**config.mk**
```make
export PLATFORM = sky130hd
export DESIGN_NAME = i2s_rx_ctrl
export DESIGN_NICKNAME = d
export VERILOG_FILES = /design/src/rtl/i2s_rx_ctrl.sv
export SDC_FILE = /design/constraint.sdc
export NUM_CORES = 1
export LEC_CHECK = 0
export CORE_MARGIN = 1
export CORE_UTILIZATION = 44
export CTS_CLUSTER_DIAMETER = 200
export DETAILED_ROUTE_END_ITERATION = 8
export GPL_TIMING_DRIVEN = 0
export PLACE_DENSITY = 0.76
export SYNTH_ARGS = -nofsm -noshare
export SYNTH_HDL_FRONTEND = slang
export SYNTH_SLANG_ARGS = --single-unit
```
**constraint.sdc**
```tcl
create_clock -name clk_i -period 3.05 [get_ports clk_i]
set_clock_uncertainty 0.1 [all_clocks]
set_input_delay 0.4575 -clock clk_i [delete_from_list [all_inputs] [get_ports clk_i]]
set_output_delay 0.4575 -clock clk_i [all_outputs]
set_load 0.1 [all_outputs]
```
**src/rtl/i2s_rx_ctrl.sv**
```systemverilog
// I2S master receiver: sclk/ws generation, sample capture, 1-deep frame buffer.
// Optional I2S_FRAME_CNT_EN adds frameCnt_o, a count of frames loaded.
`timescale 1ns/1ps
module i2s_rx_ctrl #(
  parameter int WIDTH     = 16,
  parameter int SLOT_BITS = 32,
  parameter int CLK_DIV   = 4
) (
  input  logic               clk_i,
  input  logic               rstN_i,
  input  logic               en_i,
  input  logic               sdata_i,
  output logic               sclk_o,
  output logic               ws_o,
  output logic [2*WIDTH-1:0] frameData_o,
  output logic               frameValid_o,
  input  logic               frameReady_i,
  output logic               overflow_o,
  input  logic               overflowClr_i,
`ifdef I2S_FRAME_CNT_EN
  output logic [15:0]        frameCnt_o,
`endif
  output logic               busy_o
);

  localparam int DW = $clog2(CLK_DIV);
  localparam int BW = $clog2(SLOT_BITS);
  localparam logic [DW-1:0] DIV_LAST = DW'(CLK_DIV - 1);
  localparam logic [BW-1:0] BIT_LAST = BW'(SLOT_BITS - 1);
  localparam logic [BW-1:0] BIT_LSB  = BW'(WIDTH);

  typedef enum logic [1:0] {
    IDLE,
    RUN,
    STOP
  } state_t;

  state_t state_q, state_d;

  logic [DW-1:0]    div_q;
  logic [BW-1:0]    bit_q;
  logic             slot_q;
  logic             armed_q;
  logic [WIDTH-1:0] left_q;
  logic [WIDTH-2:0] right_q;
  logic [WIDTH-1:0] right_nx;

  logic tc, rise, fall, wrap;
  logic stop_ev, capture;
  logic complete, accept;

  assign tc      = (state_q != IDLE) && (div_q == DIV_LAST);
  assign rise    = tc && !sclk_o;
  assign fall    = tc && sclk_o;
  assign wrap    = fall && (bit_q == BIT_LAST);
  assign stop_ev = (state_q == STOP) && wrap && slot_q;

  // bitCnt 0 is the I2S one-bit delay; beyond WIDTH is padding
  assign capture = rise && (bit_q != '0) && (bit_q <= BIT_LSB);

  assign right_nx = {right_q, sdata_i};
  assign complete = capture && slot_q && armed_q &&
                    (bit_q == BIT_LSB);
  assign accept   = complete &&
                    (!frameValid_o || frameReady_i);

  assign busy_o = (state_q != IDLE);

  always_ff @(posedge clk_i or negedge rstN_i) begin
    if (!rstN_i) state_q <= IDLE;
    else         state_q <= state_d;
  end

  always_comb begin
    state_d = state_q;
    unique case (state_q)
      IDLE:    if (en_i)    state_d = RUN;
      RUN:     if (!en_i)   state_d = STOP;
      STOP:    if (stop_ev) state_d = IDLE;
      default:              state_d = IDLE;
    endcase
  end

  always_ff @(posedge clk_i or negedge rstN_i) begin
    if (!rstN_i) begin
      div_q   <= '0;
      bit_q   <= '0;
      slot_q  <= 1'b0;
      armed_q <= 1'b0;
      sclk_o  <= 1'b0;
      ws_o    <= 1'b1;
      left_q  <= '0;
      right_q <= '0;
    end else if (state_q == IDLE) begin
      sclk_o <= 1'b0;
      ws_o   <= 1'b1;
      if (en_i) begin
        div_q   <= '0;
        bit_q   <= BIT_LAST;
        slot_q  <= 1'b1;
        armed_q <= 1'b0;
      end
    end else begin
      div_q <= tc ? '0 : div_q + 1'b1;
      if (tc) sclk_o <= ~sclk_o;
      // the stopping fall leaves ws high and parks the counters
      if (fall && !stop_ev) begin
        bit_q <= wrap ? '0 : bit_q + 1'b1;
        if (wrap) begin
          ws_o   <= ~ws_o;
          slot_q <= ~slot_q;
        end
      end
      if (capture) begin
        if (slot_q) right_q <= right_nx[WIDTH-2:0];
        else        left_q  <= {left_q[WIDTH-2:0], sdata_i};
      end
      if (capture && !slot_q && (bit_q == BIT_LSB))
        armed_q <= 1'b1;
    end
  end

  always_ff @(posedge clk_i or negedge rstN_i) begin
    if (!rstN_i) begin
      frameData_o  <= '0;
      frameValid_o <= 1'b0;
    end else if (accept) begin
      frameData_o  <= {left_q, right_nx};
      frameValid_o <= 1'b1;
    end else if (frameValid_o && frameReady_i) begin
      frameValid_o <= 1'b0;
    end
  end

  always_ff @(posedge clk_i or negedge rstN_i) begin
    if (!rstN_i)                 overflow_o <= 1'b0;
    else if (complete && !accept) overflow_o <= 1'b1;
    else if (overflowClr_i)      overflow_o <= 1'b0;
  end

`ifdef I2S_FRAME_CNT_EN
  always_ff @(posedge clk_i or negedge rstN_i) begin
    if (!rstN_i)     frameCnt_o <= '0;
    else if (accept) frameCnt_o <= frameCnt_o + 16'd1;
  end
`endif

endmodule

```
* Word level (Yosys, flattened, before mapping)
Cells that the tools add are included.
Word-level totals: register bits after elaboration 78, bits of input ports 6, output and inout port bits 37, logic and storage cells 93
Cells by class: add/subtract/negate cells 2, $lt $le $gt $ge 1, eq/ne operators 8, muxes and demuxes 27, bitwise logic cells 4, reductions and logical operators 39
Operators with widths (count):
- two-way mux 5 bit | 4
- logical AND 1 bit | 17
- two-way mux 1 bit | 16
- nonzero test 2 bit | 7
- two-way mux 2 bit | 6
- AND reduction 3 bit | 4
- == test 5 bit (second input constant) | 2
- != test 2 bit (second input constant) | 3
- case mux 2 bit (3 select lines) | 1
- AND reduction 2 bit | 3
- adder 5 x 1 -> 5 bit (second input constant) | 1
- <= comparator 5 bit (second input constant) | 1
- zero test 1 bit | 5
- nonzero test 5 bit | 1
- == test 2 bit (second input constant) | 2
- NOT 1 bit | 4
- adder 2 x 1 -> 2 bit (second input constant) | 1
- == test 2 x 1 -> 1 bit (second input constant) | 1
- zero test 2 bit | 1
- logical OR 1 bit | 1

* Depth between registers and ports, before layout
Gate-level depths: netlist (run 1).
depth in word-level cells 12, gate-level depth with buffers 7, mapped depth without buffers 7

* Least setup slack after synthesis (run 1)
No wires, ideal clock.
kind register to register, start reg sclk_o, end reg frameData_o[10], library setup time 128 ps, arrival time 2030 ps, data required time 2822 ps, slack 792 ps, stages on the path, launching flop included 6, path buffers 2, period minus slack after synthesis 2258 ps, path through dfrtp_1 nor4b_4 and4_1 buf_4 buf_6 mux2_1
On the way: cells in the longest elaborated chain, start to end 8
Ends and longest elaborated chain:
- from (decl) | line 13 | output logic sclk_o,
- from (signal assigned) | line 105 | if (tc) sclk_o <= ~sclk_o;
- zero test 1 bit | line 53 | assign rise = tc && !sclk_o;
- logical AND 1 bit | line 53
- logical AND 1 bit (2 in a row) | line 59 | assign capture = rise && (bit_q != '0) && (bit_q <= BIT_LSB);
- logical AND 1 bit (3 in a row) | line 62 | assign complete = capture && slot_q && armed_q &&
- logical AND 1 bit | line 64 | assign accept = complete &&
- to (signal assigned) | line 128 | frameData_o <= {left_q, right_nx};
- to (decl) | line 15 | output logic [2*WIDTH-1:0] frameData_o,
No other way between the ends. A chain may end at the register's enable or synchronous reset.

* Worst setup path after layout (run 1)
start reg state_q[1], end out busy_o
On the way: cells in the longest elaborated chain, start to end 1
Ends and longest elaborated chain:
- from (decl) | line 38 | state_t state_q, state_d;
- from (signal assigned) | line 71 | else state_q <= state_d;
- nonzero test 2 bit | line 67 | assign busy_o = (state_q != IDLE);
- to (decl) | line 23 | output logic busy_o
No other way between the ends.

==> impl_metrics.json, run 1 <==
{
  "period_share_pct": 95.08,
  "io_buffer_count": 42,
  "cts_made_buffers": 9,
  "p_seq_share_pct": 52.6,
  "first_global_vias": 1869,
  "syn_to_final_growth_pct": 23.70,
  "min_path_type": "flop to flop",
  "seq_area_frac_synth_pct": 61.55,
  "dieHeight_um": 86.92,
  "outcome": "finished, final reports clean",
  "hold_violations": 0,
  "cpLargestDelayFamily": "buffers and inverters",
  "grt.total_usage_pct": 15.26,
  "final_common_cell": "dfrtp_1",
  "synth_cells": 216,
  "detail_route.vias_per_cell": 5.019,
  "cts_buffer_depth": 2,
  "setup.worst_path.end_class": "output pin",
  "worst_pin_slew_ns": 0.9888,
  "r2r_slack_ns": 0.95,
  "rr_worst_depth": 7,
  "multi_input_area_um2": 1141,
  "rsz0062_at_grt": "no",
  "cp_num_buf_inv": 3,
  "powerDensity_nw_per_um2": 552.6,
  "critical_path.cell_chain": "nor2_2 > buf_2 > inv_1 > clkdlybuf4s50_1",
  "antenna_left": 0,
  "overflow": 0,
  "holdPathStages": 1,
  "cts_sinks": 78,
  "startpoint_type": "flop",
  "drt_pre_antenna_iters": 4,
  "wire_per_inst_um": 13.34,
  "fmaxAchievable_mhz": 344.8,
  "grt_max_degree": 49,
  "seqCellArea_um2": 1953,
  "grt_pass1_wl_um": 8894,
  "htreeDepth": 3,
  "final_core_util_pct": 57.14,
  "synth_seq_cells": 78,
  "tns_ns": 0,
  "finalCriticalPeriod_ns": 2.900,
  "coreArea_um2": 6869,
  "vias": 1867,
  "clkSlewWorstSetupHoldPaths_ns": 0.07,
  "ys_warn_count": 0,
  "clk_latency_ns": 0.34,
  "clockPowerShare_pct": 31.2,
  "critPathSlowestCell": "clkdlybuf4s50_1",
  "relSlewSlack_pct": 33.87,
  "p_comb_share_pct": 16.2,
  "start_util_pct": 46.19,
  "peakVddDrop_mv": 0.3112,
  "worstSetupPathDepth": 4,
  "cp_slowest_stage_delay_ns": 1.14,
  "worstPathMaxFanout": 10,
  "synth_nets": 226,
  "path_class": "flop to output pin",
  "post-dp-hpwl_um": 3486,
  "cts_root_buf": "clkbuf_8",
  "die-area_um2": 7555,
  "finalSetupViolCount": 0,
  "p_int_w": 0.001512,
  "power_switching_w": 0.0006572,
  "final_cell_mix": "77 x dfrtp_1, 41 x clkdlybuf4s50_1, 33 x mux2_2",
  "routabilityCongestion": 0.7100,
  "worstPathRequired_ns": 2.49,
  "yosys.cell_types.count": 41,
  "cap_violations": 0,
  "drive_gt1_share_pct": 23.55,
  "avgSynthCellArea_um2": 14.69,
  "cts_tree": "done",
  "drtIter0Drc": 97,
  "dieWidth_um": 86.92,
  "antenna_found_initial": 0,
  "finalMaxSlewViolations": 0,
  "leakage_nw": 1.900,
  "crit_arrival_ns": 2.34,
  "rows": 30,
  "remaining_drc_errors": 0,
  "syn-cell-area_um2": 3173,
  "io_pins": 43,
  "swShare_pct": 30.30,
  "nets": 281,
  "postCtsSetupRepairBufs": 0,
  "fillers": 573,
  "antenna_cells": 0,
  "wl_um": 4961
}
[registers in the layout (all words and copies together) (netlist names)]
register	flops
sclk_o	1
frameValid_o	1
bit_q	5
armed_q	1
right_q	15
overflow_o	1
div_q	2
left_q	16
state_q	2
slot_q	1
ws_o	1
frameData_o	32
[metrics by stage]
step	total power (W)	std cells	worst slack [ns]	area, um2	hold slack, ns
floorplan	0.001407	216	0.7918	3173	0.06191
global placement	0.001497	354	-1.247	3714	0.3663
detailed placement	0.001514	355	0.5097	3739	0.3253
CTS	0.002194	372	0.1426	3925	0.3927
global route	0.002279	372	0.07720	3925	0.3998
finish	0.002169	372	0.1502	3925	0.3876
[per-layer routing]
layer | vias up | track usage, % | routed length (um)
met2 | 39 | 22.48 | 2240
met4 | 0 | 6.818 | 79
met5 | - | 0 | 0
met1 | 936 | 21.66 | 2442
li1 | 883 | - | -
met3 | 9 | 3.412 | 198
[cell usage after synthesis, drive strengths merged]
master | n | area, um2
nand2 | 11 | 46.29
nor2b | 1 | 6.260
o21ai | 6 | 30.03
and3 | 1 | 6.260
mux2 | 63 | 709.4
buf | 7 | 56.30
nand2b | 2 | 12.51
dfrtp | 77 | 1927
a22oi | 1 | 7.510
inv | 6 | 22.52
nand3 | 3 | 15.01
mux2i | 2 | 20.02
nor4 | 1 | 6.260
nor3b | 1 | 12.51
a31oi | 1 | 6.260
a21oi | 5 | 25.02
a211oi | 1 | 7.510
o31ai | 1 | 7.510
nor2 | 4 | 17.52
nand3b | 2 | 15.01
and4 | 1 | 8.760
a211o | 1 | 8.760
nor3 | 1 | 5.000
nand4 | 1 | 6.260
and2 | 1 | 6.260
nor4b | 2 | 38.78
ha | 4 | 50.05
o22ai | 1 | 6.260
a311o | 1 | 10.01
xnor2 | 3 | 26.28
a32o | 1 | 10.01
dfstp | 1 | 26.28
o211ai | 1 | 7.510
or3 | 1 | 6.260
[power by group through the flow]
stage	sequential [W]	clock, W	combinational [W]
CTS	0.00114	0.000699	0.000357
global route	0.00115	0.000747	0.000385
detailed placement	0.00116	0	0.000355
floorplan	0.00119	0	0.000218
finish	0.00114	0.000676	0.000352
global placement	0.00116	0	0.000341
[cell type report]
type | count | area share [%]
multi-input cells | 125 | 29.07
clock inverters | 5 | 0.8926
flip-flops and latches | 78 | 49.76
well taps | 96 | 3.060
repair buffers | 44 | 11.60
inverters | 6 | 0.5738
clock buffers | 11 | 3.602
plain buffers | 7 | 1.434
[kinds of logic after synthesis]
group / Yosys count / share of synthesized area, %
AOI/OAI and AO/OA: 20 / 3.983
xor gates and xnor gates: 3 / 0.8282
adders and majority gates: 4 / 1.577
buffers and inverters: 13 / 2.484
DFF: 78 / 61.55
muxes: 65 / 22.99
and+or+nand+nor: 33 / 6.585
[repair_timing]
item                                   in CTS  in global routing
gates resized for setup                     0                  0
hold buffers                                1                  0
endpoints found under the hold margin      29                  0
[worst paths after layout]
path	from	endpoint
min in group asynchronous	rstN_i	frameData_o[20]
max in group asynchronous	rstN_i	right_q[0]
max reg2reg	bit_q[0]	left_q[13]
min	frameData_o[26]	frameData_o[26]
max	state_q[1]	busy_o
min reg2reg	frameData_o[26]	frameData_o[26]
(Power assumes the default switching activity.)
==> run 2, diff against run 1 <==
- SKIP_LAST_GASP: not set -> 1
==> results of run 2 <==
Final layout, timing and power as in run 1 (identical DEF).
==> run 3, diff against run 2 <==
- CORE_MARGIN: 1 -> 2
- CORE_UTILIZATION: 44 -> 28
- PLACE_DENSITY: 0.76 -> 0.56
- TNS_END_PERCENT: not set -> 100
==> run 3 against run 2 <==
Flip-flop and latch count unchanged. Global-route usage shrank 5.2 points. Sequential share of layout area is 2.3 points lower. Total power rose by 19%. Combinational power about the same. Routed wire length rose by 14%. Non-clock buffer count unchanged. Critical path depth unchanged. Critical endpoint unchanged. Largest cell class unchanged. Largest power group unchanged. Highest routed layer unchanged.
==> impl_metrics.json, run 3 (synthesis results as in run 1) <==
{
  "io_pins": 43,
  "holdPathStages": 1,
  "coreArea_um2": 10940,
  "critical_path.cell_chain": "nor2_2 > buf_2 > inv_1 > clkdlybuf4s50_1",
  "finalSetupViolCount": 0,
  "p_int_w": 0.001855,
  "final_cells": 416,
  "rsz0062_at_grt": "no",
  "reg2reg_from": "bit_q[0]",
  "placed_cells": 399,
  "grtUsageMet3_pct": 3.238,
  "min_from": "frameData_o[31]",
  "syn_to_final_growth_pct": 29.57,
  "peakVddDrop_mv": 0.2623,
  "fmaxAchievable_mhz": 345.9,
  "layout_setup_ws_ns": 0.1588,
  "routabilityCongestion": 0.7645,
  "worstPathMaxFanout": 10,
  "cts_root_buf": "clkbuf_16",
  "cp_slowest_stage_delay_ns": 1.14,
  "gr-usage-met1_pct": 13.52,
  "post-dp-hpwl_um": 3801,
  "cts_tree": "done",
  "overflow": 0,
  "rows": 38,
  "io_buffer_count": 42,
  "htreeDepth": 3,
  "clockPowerShare_pct": 42.4,
  "final_core_util_pct": 37.60,
  "min_path_type": "flop to flop",
  "grt_max_degree": 56,
  "whs_endpoint": "frameData_o[31]",
  "rr_worst_depth": 7,
  "grt_pass1_wl_um": 9929,
  "clkSlewWorstSetupHoldPaths_ns": 0.07,
  "wire_per_inst_um": 13.60,
  "antenna_left": 0,
  "place_ws_ns": 0.5101,
  "p_comb_share_pct": 13.5,
  "r2r_slack_ns": 0.96,
  "drt_pre_antenna_iters": 4,
  "period_share_pct": 94.79,
  "place_area_um2": 3794,
  "finalCriticalPeriod_ns": 2.891,
  "relSlewSlack_pct": 33.29,
  "regMostFlops": "frameData_o",
  "die-area_um2": 12200,
  "power_switching_w": 0.0007347,
  "final_cell_mix": "77 x dfrtp_1, 41 x clkdlybuf4s50_1, 33 x mux2_2",
  "cts_sinks": 78,
  "cap_violations": 0,
  "drtIter0Drc": 68,
  "largest_register_ffs": 32,
  "outcome": "finished, final reports clean",
  "clk_latency_ns": 0.33,
  "wl_um": 5659,
  "remaining_drc_errors": 0,
  "reg.largest.list": "frameData_o x32, left_q x16, right_q x15",
  "grt_use_met2_pct": 15.05,
  "critPathSlowestCell": "clkdlybuf4s50_1",
  "grt.total_usage_pct": 10.09,
  "powerDensity_nw_per_um2": 629.8,
  "first_global_vias": 1966,
  "finalMaxSlewViolations": 0,
  "hold_violations": 0,
  "p_seq_share_pct": 44.1,
  "crit_arrival_ns": 2.33,
  "antenna_cells": 0,
  "nets": 281,
  "start_util_pct": 29.02,
  "path_class": "flop to output pin",
  "leakage_nw": 1.959,
  "drive_gt1_share_pct": 23.91,
  "dieHeight_um": 110.5,
  "final_common_cell": "dfrtp_1",
  "crit-reg2reg-capture": "left_q[11]",
  "dieWidth_um": 110.5,
  "swShare_pct": 28.37,
  "final_area_um2": 4111,
  "vias": 1869,
  "worst_pin_slew_ns": 0.9976,
  "busiest_layer": "met2",
  "antenna_found_initial": 0,
  "worstPathRequired_ns": 2.49,
  "setup.worst_path.end_class": "output pin",
  "cts_made_buffers": 9,
  "cts_buffer_depth": 2,
  "startpoint_type": "flop",
  "detail_route.vias_per_cell": 4.493
}
==> run 3: cell count changes in the layout (fill, tap and decap cells not counted) <==
cell / change
clkbuf_16: +9
clkbuf_8: -9
bufinv_16: +1
clkbuf_1: -1
clkinv_2: -1
inv_6: +1
==> run 3: cell type report <==
class	instances	area, um2
inverters	6	22.52
well taps	140	175.2
clock buffers	10	239.0
fillers	1076	6824
clock inverters	6	68.82
multi-input cells	125	1141
flip-flops and latches	78	1953
plain buffers	7	56.30
repair buffers	44	455.4
==> run 3: power groups by stage <==
stage / Sequential (W) / Clock (W) / Combinational, W
after detailed placement: 0.00116 / 0 / 0.000354
after CTS: 0.00114 / 0.00113 / 0.000356
final: 0.00114 / 0.00110 / 0.000349
after global placement: 0.00116 / 0 / 0.000344
after global routing: 0.00115 / 0.00118 / 0.000386
after floorplan: 0.00119 / 0 / 0.000218
==> run 3: worst max-delay path, delay by kind of cell, from the launching register on <==
| kind | cells | cell delay [ns] |
|---|---|---|
| buffers and inverters | 3 | 1.44 |
| flip-flops | 1 | 0.47 |
| AND/OR/NAND/NOR | 1 | 0.10 |
==> run 3: worst max path at each step <==
stage                     from         endpoint  slack [ns]
floorplan               sclk_o  frameData_o[10]        0.79
global placement        rstN_i       right_q[6]       -1.42
detailed placement  state_q[1]           busy_o        0.51
CTS                 state_q[1]           busy_o        0.15
global route        state_q[1]           busy_o        0.06
finish              state_q[1]           busy_o        0.16
==> run 3: through the flow <==
stage	total power [W]	hold slack, ns	setup TNS (ns)
2_1_floorplan	0.001407	0.06191	0
6_report	0.002589	0.3834	0
5_1_grt	0.002713	0.4001	0
3_3_place_gp	0.001500	0.3667	-109.15
4_1_cts	0.002631	0.3873	0
3_5_place_dp	0.001514	0.2849	0
==> run 3: per-layer routing <==
metal | vias up | routed length [um] | part of all wire [%]
met3 | 11 | 243 | 4.3
met2 | 45 | 2551 | 45
met5 | - | 0 | 0
li1 | 887 | - | -
met4 | 0 | 91 | 1.6
met1 | 926 | 2773 | 49
==> run 3: repair_timing <==
item                      CTS  global route
hold buffers                1             0
buffers inserted            0             0
gates resized for setup     0             0
hold endpoints to repair   23             0
